### src/rtl/controledivisao8x8.sv
// controledivisao8x8: sequential 8-bit restoring divider, one stage per clock, MSB first.
module controledivisao8x8 (
  input  logic       clk,
  input  logic       rst_n,
  input  logic       start,
  input  logic [7:0] A,
  input  logic [7:0] B,
  output logic [7:0] Q,
  output logic [7:0] R,
  output logic       busy,
  output logic       done,
  output logic       erro_div0
);
  localparam logic [1:0] OCIOSO = 2'd0;
  localparam logic [1:0] CALC   = 2'd1;
  localparam logic [1:0] FIM    = 2'd2;
  logic [1:0] state_q, state_d;
  logic [7:0] dividendo_q, dividendo_d;
  logic [7:0] divisor_q, divisor_d;
  logic [7:0] resto_q, resto_d;
  logic [7:0] quociente_q, quociente_d;
  logic [2:0] contador_q, contador_d;
  logic [7:0] q_q, q_d;
  logic [7:0] r_q, r_d;
  logic       erro_q, erro_d;
  logic       div0_q, div0_d;
  logic [7:0] parcial;
  logic [8:0] diff;
  logic       borrow;
  logic [7:0] resto_nx;
  logic [7:0] quociente_nx;
  always_comb begin
    parcial      = {resto_q[6:0], dividendo_q[contador_q]};
    diff         = {1'b0, parcial} - {1'b0, divisor_q};
    borrow       = diff[8];
    resto_nx     = borrow ? parcial : diff[7:0];
    quociente_nx = {quociente_q[6:0], ~borrow};
    state_d      = state_q;
    dividendo_d  = dividendo_q;
    divisor_d    = divisor_q;
    resto_d      = resto_q;
    quociente_d  = quociente_q;
    contador_d   = contador_q;
    q_d          = q_q;
    r_d          = r_q;
    erro_d       = erro_q;
    div0_d       = div0_q;
    case (state_q)
      OCIOSO: if (start) begin
        dividendo_d = A;
        divisor_d   = B;
        resto_d     = 8'd0;
        quociente_d = 8'd0;
        erro_d      = 1'b0;
        div0_d      = (B == 8'd0);
        contador_d  = 3'd7;
        state_d     = CALC;
      end
      CALC: if (div0_q) begin
        // Division by zero short-circuits to the result 8 zero-subtractions would give.
        q_d     = 8'hFF;
        r_d     = dividendo_q;
        erro_d  = 1'b1;
        state_d = FIM;
      end else begin
        resto_d     = resto_nx;
        quociente_d = quociente_nx;
        contador_d  = contador_q - 3'd1;
        if (contador_q == 3'd0) begin
          q_d     = quociente_nx;
          r_d     = resto_nx;
          state_d = FIM;
        end
      end
      default: state_d = OCIOSO;
    endcase
  end
  always_ff @(posedge clk) begin
    if (!rst_n) begin
      state_q     <= OCIOSO;
      dividendo_q <= 8'd0;
      divisor_q   <= 8'd0;
      resto_q     <= 8'd0;
      quociente_q <= 8'd0;
      contador_q  <= 3'd0;
      q_q         <= 8'd0;
      r_q         <= 8'd0;
      erro_q      <= 1'b0;
      div0_q      <= 1'b0;
    end else begin
      state_q     <= state_d;
      dividendo_q <= dividendo_d;
      divisor_q   <= divisor_d;
      resto_q     <= resto_d;
      quociente_q <= quociente_d;
      contador_q  <= contador_d;
      q_q         <= q_d;
      r_q         <= r_d;
      erro_q      <= erro_d;
      div0_q      <= div0_d;
    end
  end
  assign Q         = q_q;
  assign R         = r_q;
  assign erro_div0 = erro_q;
  assign busy      = (state_q == CALC) || (state_q == FIM);
  assign done      = (state_q == FIM);
endmodule

### config.mk
export PLATFORM = sky130hd
export DESIGN_NAME = controledivisao8x8
export DESIGN_NICKNAME = d
export VERILOG_FILES = /design/src/rtl/controledivisao8x8.sv
export SDC_FILE = /design/constraint.sdc
export NUM_CORES = 1
export LEC_CHECK = 0
export ABC_CLOCK_PERIOD_IN_PS = 2600
export CAP_MARGIN = 20
export CORE_ASPECT_RATIO = 1.25
export CORE_MARGIN = 1.5
export CORE_UTILIZATION = 45
export CTS_CLUSTER_DIAMETER = 150
export DETAILED_ROUTE_END_ITERATION = 10
export PLACE_DENSITY = 0.76
export SLEW_MARGIN = 20
export SYNTH_ARGS = -nofsm -noshare
export SYNTH_HDL_FRONTEND = slang
export SYNTH_SLANG_ARGS = --single-unit
### constraint.sdc
create_clock -name clk -period 2.6 [get_ports clk]
set_input_delay 0.26 -clock clk [delete_from_list [all_inputs] [get_ports clk]]
set_output_delay 0.26 -clock clk [all_outputs]
set_load 0.05 [all_outputs]
Word-level counts from Yosys, hierarchy flattened
Index checks and enable logic that the tools add are counted.

Div/mod/pow operators: 0. Bitwise gates (word level): 1. $lt $le $gt $ge: 1. Multipliers: 0. Reductions and logical operators: 11. Eq/ne operators: 6. Add/sub/neg operators: 2. Shifts and indexed selects: 0. Mux-type cells: 22.

Operator list (count): two-way mux 8 bit (5); case mux 7 bit (2 select lines) (2); two-way mux 7 bit (3); subtractor 8 x 8 -> 9 bit (1); logical NOT 8 bit (1); two-way mux 2 bit (3); two-way mux 3 bit (2); inequality test 2 bit (second input constant) (3); case mux 3 bit (2 select lines) (1); AND reduction 2 bit (3); AND reduction 3 bit (2); < comparator 3 x 4 -> 1 bit (second input constant) (1); case mux 2 bit (2 select lines) (1); nonzero test 2 bit (2); binary-select mux 1 bit (select 3 bit) (1); logical NOT 3 bit (1); two-way mux 1 bit (3); inequality test 3 bit (second input constant) (1); subtractor 3 x 1 -> 3 bit (second input constant) (1); == test 2 x 1 -> 1 bit (second input constant) (1); == test 2 bit (second input constant) (1); logical NOT 2 bit (1); case mux 1 bit (2 select lines) (1); logical OR 1 bit (1); inverter 1 bit (1).

Output and inout port bits: 19. Memory bits (writable): 0. Latch bits: 0. Flip-flop bits (word level): 53. Memory bits (read-only): 0. Logic and storage cells: 53. Input port bits: 19. Memories kept: 0.

Longest topological paths before layout
Depth after elaboration: 6. Gate-level depth with buffers: 11. Depth with buffers taken out: 10.

Least setup slack after synthesis
Ideal clock, no wire load.

Kind: register -> register. Start point: register contador_q[1]. End point: register r_q[2] (netlist: R[2]). Clock period less this slack: 2802 ps. Required time: 2469 ps. Stages on the path, launching flop included: 12. Buffers on the path: 1. Setup time: 131 ps. Arrival: 2670 ps. Slack: -202 ps. Cells stage by stage: dfxtp_1 mux4_2 mux2i_1 ha_1 inv_1 fa_1 a211oi_2 o211ai_2 and2_1 buf_2 o21ai_0 a21oi_1.

Cells in the longest elaborated chain, start to end: 6. Elaborated cells on any way between the ends: 9. Those cells by class: 1 x add/sub; 5 x mux; 3 x reduce/logical.

Ends and longest elaborated chain: start: declaration (RTL line 22) `logic [2:0] contador_q, contador_d;`; start signal: assignment (RTL line 96) `contador_q <= contador_d;`; binary-select mux 1 bit (select 3 bit) (RTL line 33) `parcial = {resto_q[6:0], dividendo_q[contador_q]};`; two-way mux 1 bit (not written as such) (RTL line 33); subtractor 8 x 8 -> 9 bit (RTL line 34) `diff = {1'b0, parcial} - {1'b0, divisor_q};`; two-way mux 8 bit (RTL line 36) `resto_nx = borrow ? parcial : diff[7:0];`; two-way mux 8 bit (RTL line 69) `if (contador_q == 3'd0) begin`; two-way mux 8 bit (RTL line 59) `CALC: if (div0_q) begin`; end signal: assignment (RTL line 98) `r_q <= r_d;`; end: declaration (RTL line 24) `logic [7:0] r_q, r_d;`.

Several ways; a longest one is shown, not always the timed one. The select of a mux whose other input is x is not followed. A chain may end at the register's enable or synchronous reset.

Worst setup path after layout
Start point: register contador_q[1]. End point: register resto_q[3].

Cells in the longest elaborated chain, start to end: 6.

Ends and longest elaborated chain: binary-select mux 1 bit (select 3 bit) (RTL line 33); two-way mux 1 bit (not written as such) (RTL line 33); subtractor 8 x 8 -> 9 bit (RTL line 34); two-way mux 8 bit (RTL line 36); two-way mux 7 bit (RTL line 59); case mux 7 bit (2 select lines) (RTL line 48) `case (state_q)`; end signal: assignment (RTL line 94) `resto_q <= resto_d;`; end: declaration (RTL line 20) `logic [7:0] resto_q, resto_d;`.

No other way between the ends. The select of a mux whose other input is x is not followed.

==> run metrics <==
Setup Skew 5.05 ps; Arrival @ worst endpoint 2940 ps; Final nets 393; synthesis-to-layout area growth 25.3%; Max VDD drop 0.853 mV; via count 2403; Die ar. 6370 um2; CP Launch Type flip-flop; GRT busiest layer met2; drt total wl 6650 um; hold_sp divisor_q[7]; Num CTS Buffers 5; clock-pin slew on the worst setup and hold paths 90 ps; Slew HR 56.4%; Mapped Avg Cell Area 8.56 um2; overall routing resource usage 22.1%; TritonRoute pass-1 iters 6; Residual DRC 0; vias per cell 5.67; dpl cells 415; met2 Resource Use GR 41.2%; io pins 38; Hold Crit Class flip-flop to flip-flop; Die X 71.7 um; vias in the first global route 2390; Synth warnings 0; number of DRC markers in iteration 0 91; H-tree depth 2; DR WL/cell 15.7 um; fillers 519; height of the die 88.8 um; Final HPWL DP 4900 um; DRT antenna net count 0; post-route clock period utilization 106%; P_leak 1.27 nW; Clock Tree Buf Depth 2; sequential share of the synthesized area 40.0%; crit path kind flip-flop to flip-flop; status complete, but fails checks; site row count 31; syn nets 345; Slew @ Worst Pin 652 ps; diode count 0; Root Driver clkbuf_8; failing checks setup timing; hold buffer count at cts 0; Worst EP required 2790 ps; Cells after Synth 310; Power Total 4.08 mW; Final Non-Filler Cells 424; minimum clock period 2750 ps; met3 GRT Util 2.96%; layout cell share with drive strength beyond 1 14.2%; PortBufs 37; Pwr Density 1230 nW/um2; R2R Path Start contador_q[1]; gpl congestion 0.886; max_cap viols 0; clk_lat worst skew 300 ps; largest net degree at the start of global routing 35; Max Slew Vio Count 0; count of final hold-check violations 0; Final WS setup -149 ps; EDFF count, synth 0; crit end category flip-flop; CP startpoint contador_q[1]; Cell Area, Synth 2650 um2; met1 GRT Util 24.7%; main flop type after synthesis dfxtp_1; achievable frequency 0.364 GHz; initial cell density of the core 46.2%; #FFs+latches synth 53; first-pass GRT wire length 10900 um; RSZ-0062 raised after global routing yes; FFs w/ async S/R, synth 0%; CTS Sinks 53; final setup violating endpoints 15; post-synth cell types 45; core area 5740 um2; CP max FO 7; CTS tree done; grt total ovfl 0; initial antenna violation count 0
per-stage QoR:
stage          hold WS (ps)  TNS [ps]  utilization (%)  worst slack [ps]  cell area [um2]
3_5_place_dp            449     -3290             55.1              -264             3160
3_3_place_gp            445     -1730             55.1              -148             3160
5_1_grt                 483     -3760             57.9              -286             3320
4_1_cts                 462     -1250             57.4              -125             3290
2_1_floorplan           396     -1270                -              -111             2670
6_report                460     -1480             57.9              -149             3320
what timing repair did:
action | in CTS | in global routing
endpoints found under the setup margin | 16 | 17
pin swaps | 8 | 4
setup buffers | 3 | 0
resized for setup | 12 | 6
cell usage in the layout (no fill, tap or decap), types with 2 or more instances in the layout:
cell / netlist / final
dfxtp_1: 53 / 51
nand2_1: 47 / 47
clkdlybuf4s50_1: 0 / 37
a21oi_1: 34 / 33
nor2_1: 26 / 26
buf_4: 0 / 18
ha_1: 15 / 14
inv_1: 13 / 12
nor3_1: 9 / 9
o21ai_1: 2 / 8
a22oi_1: 8 / 8
nand3b_1: 7 / 7
o211ai_1: 7 / 7
nand2b_1: 6 / 6
o21ai_0: 14 / 6
clkbuf_8: 0 / 5
a22o_1: 4 / 4
mux2i_2: 0 / 3
a21o_1: 3 / 3
nand3_1: 3 / 3
o221a_2: 3 / 3
mux2i_1: 7 / 3
mux4_2: 2 / 2
and2_1: 3 / 2
a21oi_2: 1 / 2
or3_1: 2 / 2
a31oi_1: 2 / 2
xor2_1: 2 / 2
xnor2_1: 2 / 2
o21ai_2: 0 / 2
nor4_1: 2 / 2
dfxtp_2: 0 / 2
cells in the mapped netlist, drive strengths merged, types with 3 or more instances:
| library cell | n | area share [%] |
|---|---|---|
| and2 | 3 | 0.71 |
| a22o | 4 | 1.3 |
| mux2i | 7 | 2.6 |
| buf | 5 | 1.9 |
| a21oi | 35 | 6.7 |
| nand2b | 6 | 1.4 |
| a211oi | 3 | 1.2 |
| nand3 | 3 | 0.57 |
| nor2 | 26 | 3.7 |
| clkbuf | 10 | 1.4 |
| inv | 13 | 1.8 |
| nand2 | 48 | 6.9 |
| a22oi | 8 | 2.3 |
| dfxtp | 53 | 40 |
| a21o | 3 | 0.85 |
| o21ai | 16 | 3.0 |
| nand3b | 7 | 2.0 |
| ha | 15 | 7.1 |
| nor3 | 9 | 1.7 |
| o211ai | 8 | 2.5 |
| o221a | 3 | 1.3 |
cell families (layout without fill, tap and decap cells):
family                     after synthesis  in the layout  share of synthesized area (%)
and+or+nand+nor                        108            108                           18.5
AOI/OAI and AO/OA                       89             89                           21.9
DFF                                     53             53                           40.0
buffers and inverters                   29             77                           5.28
adders and majority gates               16             16                           7.83
muxes                                   11             11                           5.19
xor gates and xnor gates                 4              4                           1.32
worst max-delay path, cell delays in order (launching register included):
cell and delay, ps:
dfxtp_2 350, mux4_2 510, mux2i_2 190, ha_2 210
inv_2 40, fa_2 370, a211oi_4 250, o211ai_2 150
and2_4 240, mux2i_2 230, o21ai_1 100
routing by layer:
| layer | share of wire [%] | wire length, um |
|---|---|---|
| met3 | 3.8 | 251 |
| met2 | 52 | 3460 |
| met5 | 0 | 0 |
| met4 | 3.6 | 238 |
| met1 | 41 | 2700 |
final cells by class:
class / instances / area (um2) / area share [%]
timing repair buffer: 56 / 517 / 15.5
multi-input combinational: 228 / 1510 / 45.3
clock inverter: 2 / 35.0 / 1.05
sequential: 53 / 1060 / 32.0
inverter: 14 / 52.6 / 1.58
clock buffer: 5 / 68.8 / 2.07
tap: 66 / 82.6 / 2.48
power by group:
part	switching (mW)	leakage [nW]	total (mW)	internal [mW]
clock	0.259	0.0540	0.539	0.280
sequential	0.131	0.433	1.13	1.00
combinational	1.42	0.787	2.41	0.996
total	1.81	1.27	4.08	2.28
flip-flops by register name, indices dropped and copies added, names as in the netlist:
signal	cells
contador_q	3
quociente_q	7
erro_div0	1
Q	8
dividendo_q	8
R	8
state_q	2
resto_q	7
div0_q	1
divisor_q	8
final timing paths:
check | end | slack, ps | depth (start not counted)
max | resto_q[3] | -150 | 10
min | divisor_q[7] | 460 | 2
max reg2reg | resto_q[3] | -150 | 10
min reg2reg | divisor_q[7] | 460 | 2
Power figures use the tool's default switching activity.
==> edit 1 (same flow settings) <==
Register the input `B` before use, without a reset. The logic sees it one clock later. The other inputs are not delayed to match.
--- a/src/rtl/controledivisao8x8.sv
+++ b/src/rtl/controledivisao8x8.sv
@@ -16,2 +16,9 @@
   localparam logic [1:0] FIM    = 2'd2;
+
+  logic [7:0] B_q;
+
+  always_ff @(posedge clk) begin
+    B_q <= B;
+  end
+
   logic [1:0] state_q, state_d;
@@ -50,3 +57,3 @@
         dividendo_d = A;
-        divisor_d   = B;
+        divisor_d   = B_q;
         resto_d     = 8'd0;
@@ -54,3 +61,3 @@
         erro_d      = 1'b0;
-        div0_d      = (B == 8'd0);
+        div0_d      = (B_q == 8'd0);
         contador_d  = 3'd7;
Behaviour: not the same (Yosys sat finds a counterexample within 4 cycles, from zero or initial values and one cycle with rst_n low).
==> edit 1 against the original RTL <==
  * The run still ends with negative setup slack left
  * Critical path depth stayed put
  * Combinational power is 15% lower
  * Wire length is 0.33% higher
  * Non-clock buffer count is 3 lower
  * Total power is 1.4% higher
  * Worst setup slack better by 0.030 ns
  * Die area is 5.2% higher
  * Global-route usage is 0.42 points lower
  * Sequential cell count is 8 higher
  * Area after synthesis is 5.4% higher
  * Design area is 6.8% higher
  * Critical path type unchanged
==> edit 1: results <==
{
  "grt_max_degree": 40,
  "irDropWorstVdd_mv": 0.903,
  "dp.cells": 435,
  "r2r_cells": 10,
  "routed_wl_um": 6670,
  "synth_top_family_by_area": "simple AND/OR/NAND/NOR gates",
  "syn_nets": 356,
  "violations": "negative setup slack",
  "path_clk_slew_ns": 0.07,
  "synth_cell_type_count": 48,
  "cts_max_path_buffers": 2,
  "setup_slack_ns": -0.119,
  "antenna_cells": 0,
  "p_leak_nw": 1.36,
  "clk_latency_ns": 0.35,
  "synthAdderAreaFrac": 0.0743,
  "grt_pass1_wl_um": 11000,
  "gp_congestion": 0.950,
  "worst_clock_skew_ns": 0.00955,
  "pg_comb_w": 0.00205,
  "synthXorXnorAreaFrac": 0.00940,
  "portBuffers": 37,
  "synth.area.top_cells": "dfxtp_1, ha_1, nand2_1, a21oi_1, nor2_1",
  "hpwl_um": 4610,
  "hold_path.class": "in -> reg",
  "cp.arrival_ns": 2.95,
  "numCtsBuffers": 9,
  "grt_antenna_before_repair": 0,
  "critPathMaxFanout": 3,
  "crit_start": "contador_q[0]",
  "dr.pass1.iters": 4,
  "seq_power_share": 0.299,
  "drive_gt1_frac": 0.151,
  "fin_cells": 453,
  "nNetsFinal": 402,
  "synth_compound_area_frac": 0.187,
  "cts_max_level": 3,
  "pwr-share-clk": 0.205,
  "placed_cell_area_um2": 3280,
  "root_buffer": "clkbuf_8",
  "async_flop_share": 0,
  "setup_viol_count_final": 3,
  "grt_pass1_vias": 2288,
  "p_int_w": 0.00244,
  "detail_route.iter0.violations": 217,
  "synth-main-ff-cell": "dfxtp_1",
  "maxSlewHeadroom": 0.609,
  "synthMuxAreaShare": 0.0389,
  "yosys_warnings": 0,
  "syn-instance-count": 321,
  "grtUsageTotal": 0.217,
  "status": "complete, but fails checks",
  "vias": 2450,
  "synth_common_cells": "dfxtp_1, nand2_1, a21oi_1",
  "ys_seq_area_frac": 0.437,
  "endpoint": "resto_q[6]"
}
## edit 1: area by class of cell
cell class | count | area, µm²
fill | 555 | 2340
multi-input combinational | 228 | 1480
tap | 82 | 103
clock buffer | 11 | 151
clock inverter | 4 | 47.5
sequential | 61 | 1220
timing repair buffer | 53 | 494
inverter | 14 | 52.6
## edit 1: worst min path at each step
stage                       from           end  slack, ns  cells past startpoint
finish                      B[5]        B_q[5]       0.36                      1
global route                B[0]        B_q[0]       0.35                      1
CTS                         B[5]        B_q[5]       0.35                      1
detailed placement  divisor_q[2]  divisor_q[2]       0.45                      2
global placement          B_q[6]  divisor_q[6]       0.44                      2
floorplan                   B[0]        B_q[0]       0.29                      0
## edit 1: per-stage QoR
stage | hold slack [ns] | setup TNS, ns | setup slack [ns]
after floorplan | 0.288 | 0 | 0.00697
after global placement | 0.441 | -0.150 | -0.0718
after detailed placement | 0.447 | -0.545 | -0.160
after CTS | 0.346 | -0.291 | -0.114
after global routing | 0.349 | -0.868 | -0.232
final | 0.357 | -0.342 | -0.119
## edit 1: metal layers
metal  track usage  part of all wire  vias to the layer above
li1              -                 -                     1221
met1         0.266              0.44                     1141
met2         0.347              0.49                       76
met3        0.0499             0.054                       12
met4         0.110             0.021                        0
met5             0                 0                        -
## edit 1: critical path, cell delays in order, from the launching register on
cell and delay [ns]:
dfxtp_4 0.36, mux4_2 0.50, mux2i_2 0.20, ha_2 0.20
inv_2 0.04, fa_2 0.36, a21o_1 0.18, a221oi_2 0.25
xor2_1 0.24, a2bb2oi_2 0.19, o21ai_1 0.09
## edit 1: repair_timing
action / 4_1_cts / 5_1_grt
gates resized for setup: 8 / 10
setup endpoints to repair: 11 / 16
pin swaps: 0 / 8
setup buffers: 1 / 2
==> edit 2 (same settings) <==
Made on the original files. Make the reset (`rst_n`) asynchronous in one clocked block.
--- a/src/rtl/controledivisao8x8.sv
+++ b/src/rtl/controledivisao8x8.sv
@@ -77,3 +77,3 @@
   end
-  always_ff @(posedge clk) begin
+  always_ff @(posedge clk or negedge rst_n) begin
     if (!rst_n) begin
Function: differs if rst_n is asserted again (counterexample within 4 cycles, from zero or initial values and one cycle with rst_n low); with rst_n held inactive, the same outputs for 10 cycles.
==> edit 2 against the original RTL <==
  * Sequential cell count unchanged
  * Critical path type unchanged
  * Total power grew 6.9%
  * Largest cell class is now registers
  * Hold slack worse by 0.010 ns
  * Area after synthesis up 0.99%
  * Sequential share of layout area rose by 6.9 points
  * Worst setup slack got worse by 0.14 ns
  * Design area is 2.7% higher
  * Wire length shrank 10%
  * The flow still finishes with violations (negative setup slack)
==> edit 2: results <==
{
  "cp.arrival_ns": 3.11,
  "synth-main-ff-cell": "dfrtp_1",
  "dr_wl_met2_um": 3060,
  "wl_per_cell_um": 16.5,
  "r2r_cells": 12,
  "fillers": 473,
  "grtUsageTotal": 0.197,
  "fin_cells": 362,
  "vias": 2063,
  "critPathMaxFanout": 3,
  "detail_route.iter0.violations": 169,
  "hold_path.class": "in -> async",
  "setup_viol_count_final": 17,
  "gp_congestion": 0.860,
  "r2r-start": "contador_q[1]",
  "worst_clock_skew_ns": 0.00814,
  "setup_tns_ns": -3.64,
  "hpwl_um": 4430,
  "grt_pass1_wl_um": 9700,
  "nNetsFinal": 330,
  "synth_cell_type_count": 38,
  "async_flop_share": 1.00,
  "p_leak_nw": 1.58,
  "ys_seq_area_frac": 0.495,
  "dp_slack_ns": -0.299,
  "grt_antenna_before_repair": 0,
  "placed_cell_area_um2": 3230,
  "drive_gt1_frac": 0.216,
  "tightest_slew_ns": 0.748,
  "syn_nets": 271,
  "dr_wl_met3_um": 298,
  "grt_max_degree": 23,
  "setup_slack_ns": -0.286,
  "violations": "negative setup slack",
  "synth.area.top_cells": "dfrtp_1, ha_1, mux2_2, o22a_1, o21ai_0",
  "synth_common_cells": "dfrtp_1, o21ai_0, nand2_1",
  "grt_pass1_vias": 2056,
  "status": "complete, but fails checks",
  "cts_max_level": 2,
  "irDropWorstVdd_mv": 0.724,
  "wl_met1_um": 2470
}
[edit 2: final cells by class]
type,instances,area share
clock inverter,3,0.00513
inverter,16,0.0176
clock buffer,5,0.0202
timing repair buffer,60,0.159
sequential,53,0.389
multi-input combinational,159,0.385
tap,66,0.0242
[edit 2: repair_timing]
action                                 in CTS  in global routing
hold buffers                                1                  0
gates cloned                                0                  0
resized for setup                          11                 13
pin swaps                                   6                  5
setup buffers                               2                  1
setup endpoints to repair                  17                 17
endpoints found under the hold margin      20                  0
[edit 2: per-stage QoR]
step            util  hold slack (ns)
2_1_floorplan      -          -0.0356
3_3_place_gp   0.558            0.263
3_5_place_dp   0.558            0.268
4_1_cts        0.581            0.463
5_1_grt        0.591            0.486
6_report       0.591            0.450
[edit 2: critical path, cell delays in order, from the launching register on]
cell and delay [ns]:
dfrtp_1 0.43, mux4_2 0.56, mux2i_4 0.17, ha_1 0.16
inv_1 0.05, fa_2 0.34, a211oi_2 0.22, o21ai_2 0.09
o22a_1 0.21, buf_4 0.15, buf_6 0.12, mux2i_4 0.18
o21ai_1 0.14
[edit 2: cells by family after synthesis]
| logic type | after synthesis | share of synthesized area |
|---|---|---|
| XOR/XNOR | 6 | 0.0196 |
| AO/OA/AOI/OAI | 70 | 0.180 |
| AND/OR/NAND/NOR | 42 | 0.0710 |
| adder cells (fa/ha/maj) | 16 | 0.0775 |
| multiplexers | 25 | 0.118 |
| flip-flops | 53 | 0.495 |
| buffers and inverters | 24 | 0.0388 |
[edit 2: worst max path at each step]
| stage | endpoint | start |
|---|---|---|
| after floorplan | R[0] | contador_q[1] |
| after global placement | R[0] | contador_q[1] |
| after detailed placement | R[0] | contador_q[1] |
| after CTS | R[0] | contador_q[1] |
| after global routing | R[0] | contador_q[1] |
| final | R[3] | contador_q[1] |
[edit 2: where the power goes]
group,internal [W],switching (W)
registers,0.00112,0.000236
clock network,0.000187,0.000272
logic,0.00117,0.00139
[edit 2: metal layers]
layer,global-route usage,vias to the layer above
met5,0,-
met4,0.0806,0
met3,0.0316,12
met2,0.337,78
met1,0.251,1006
li1,-,967
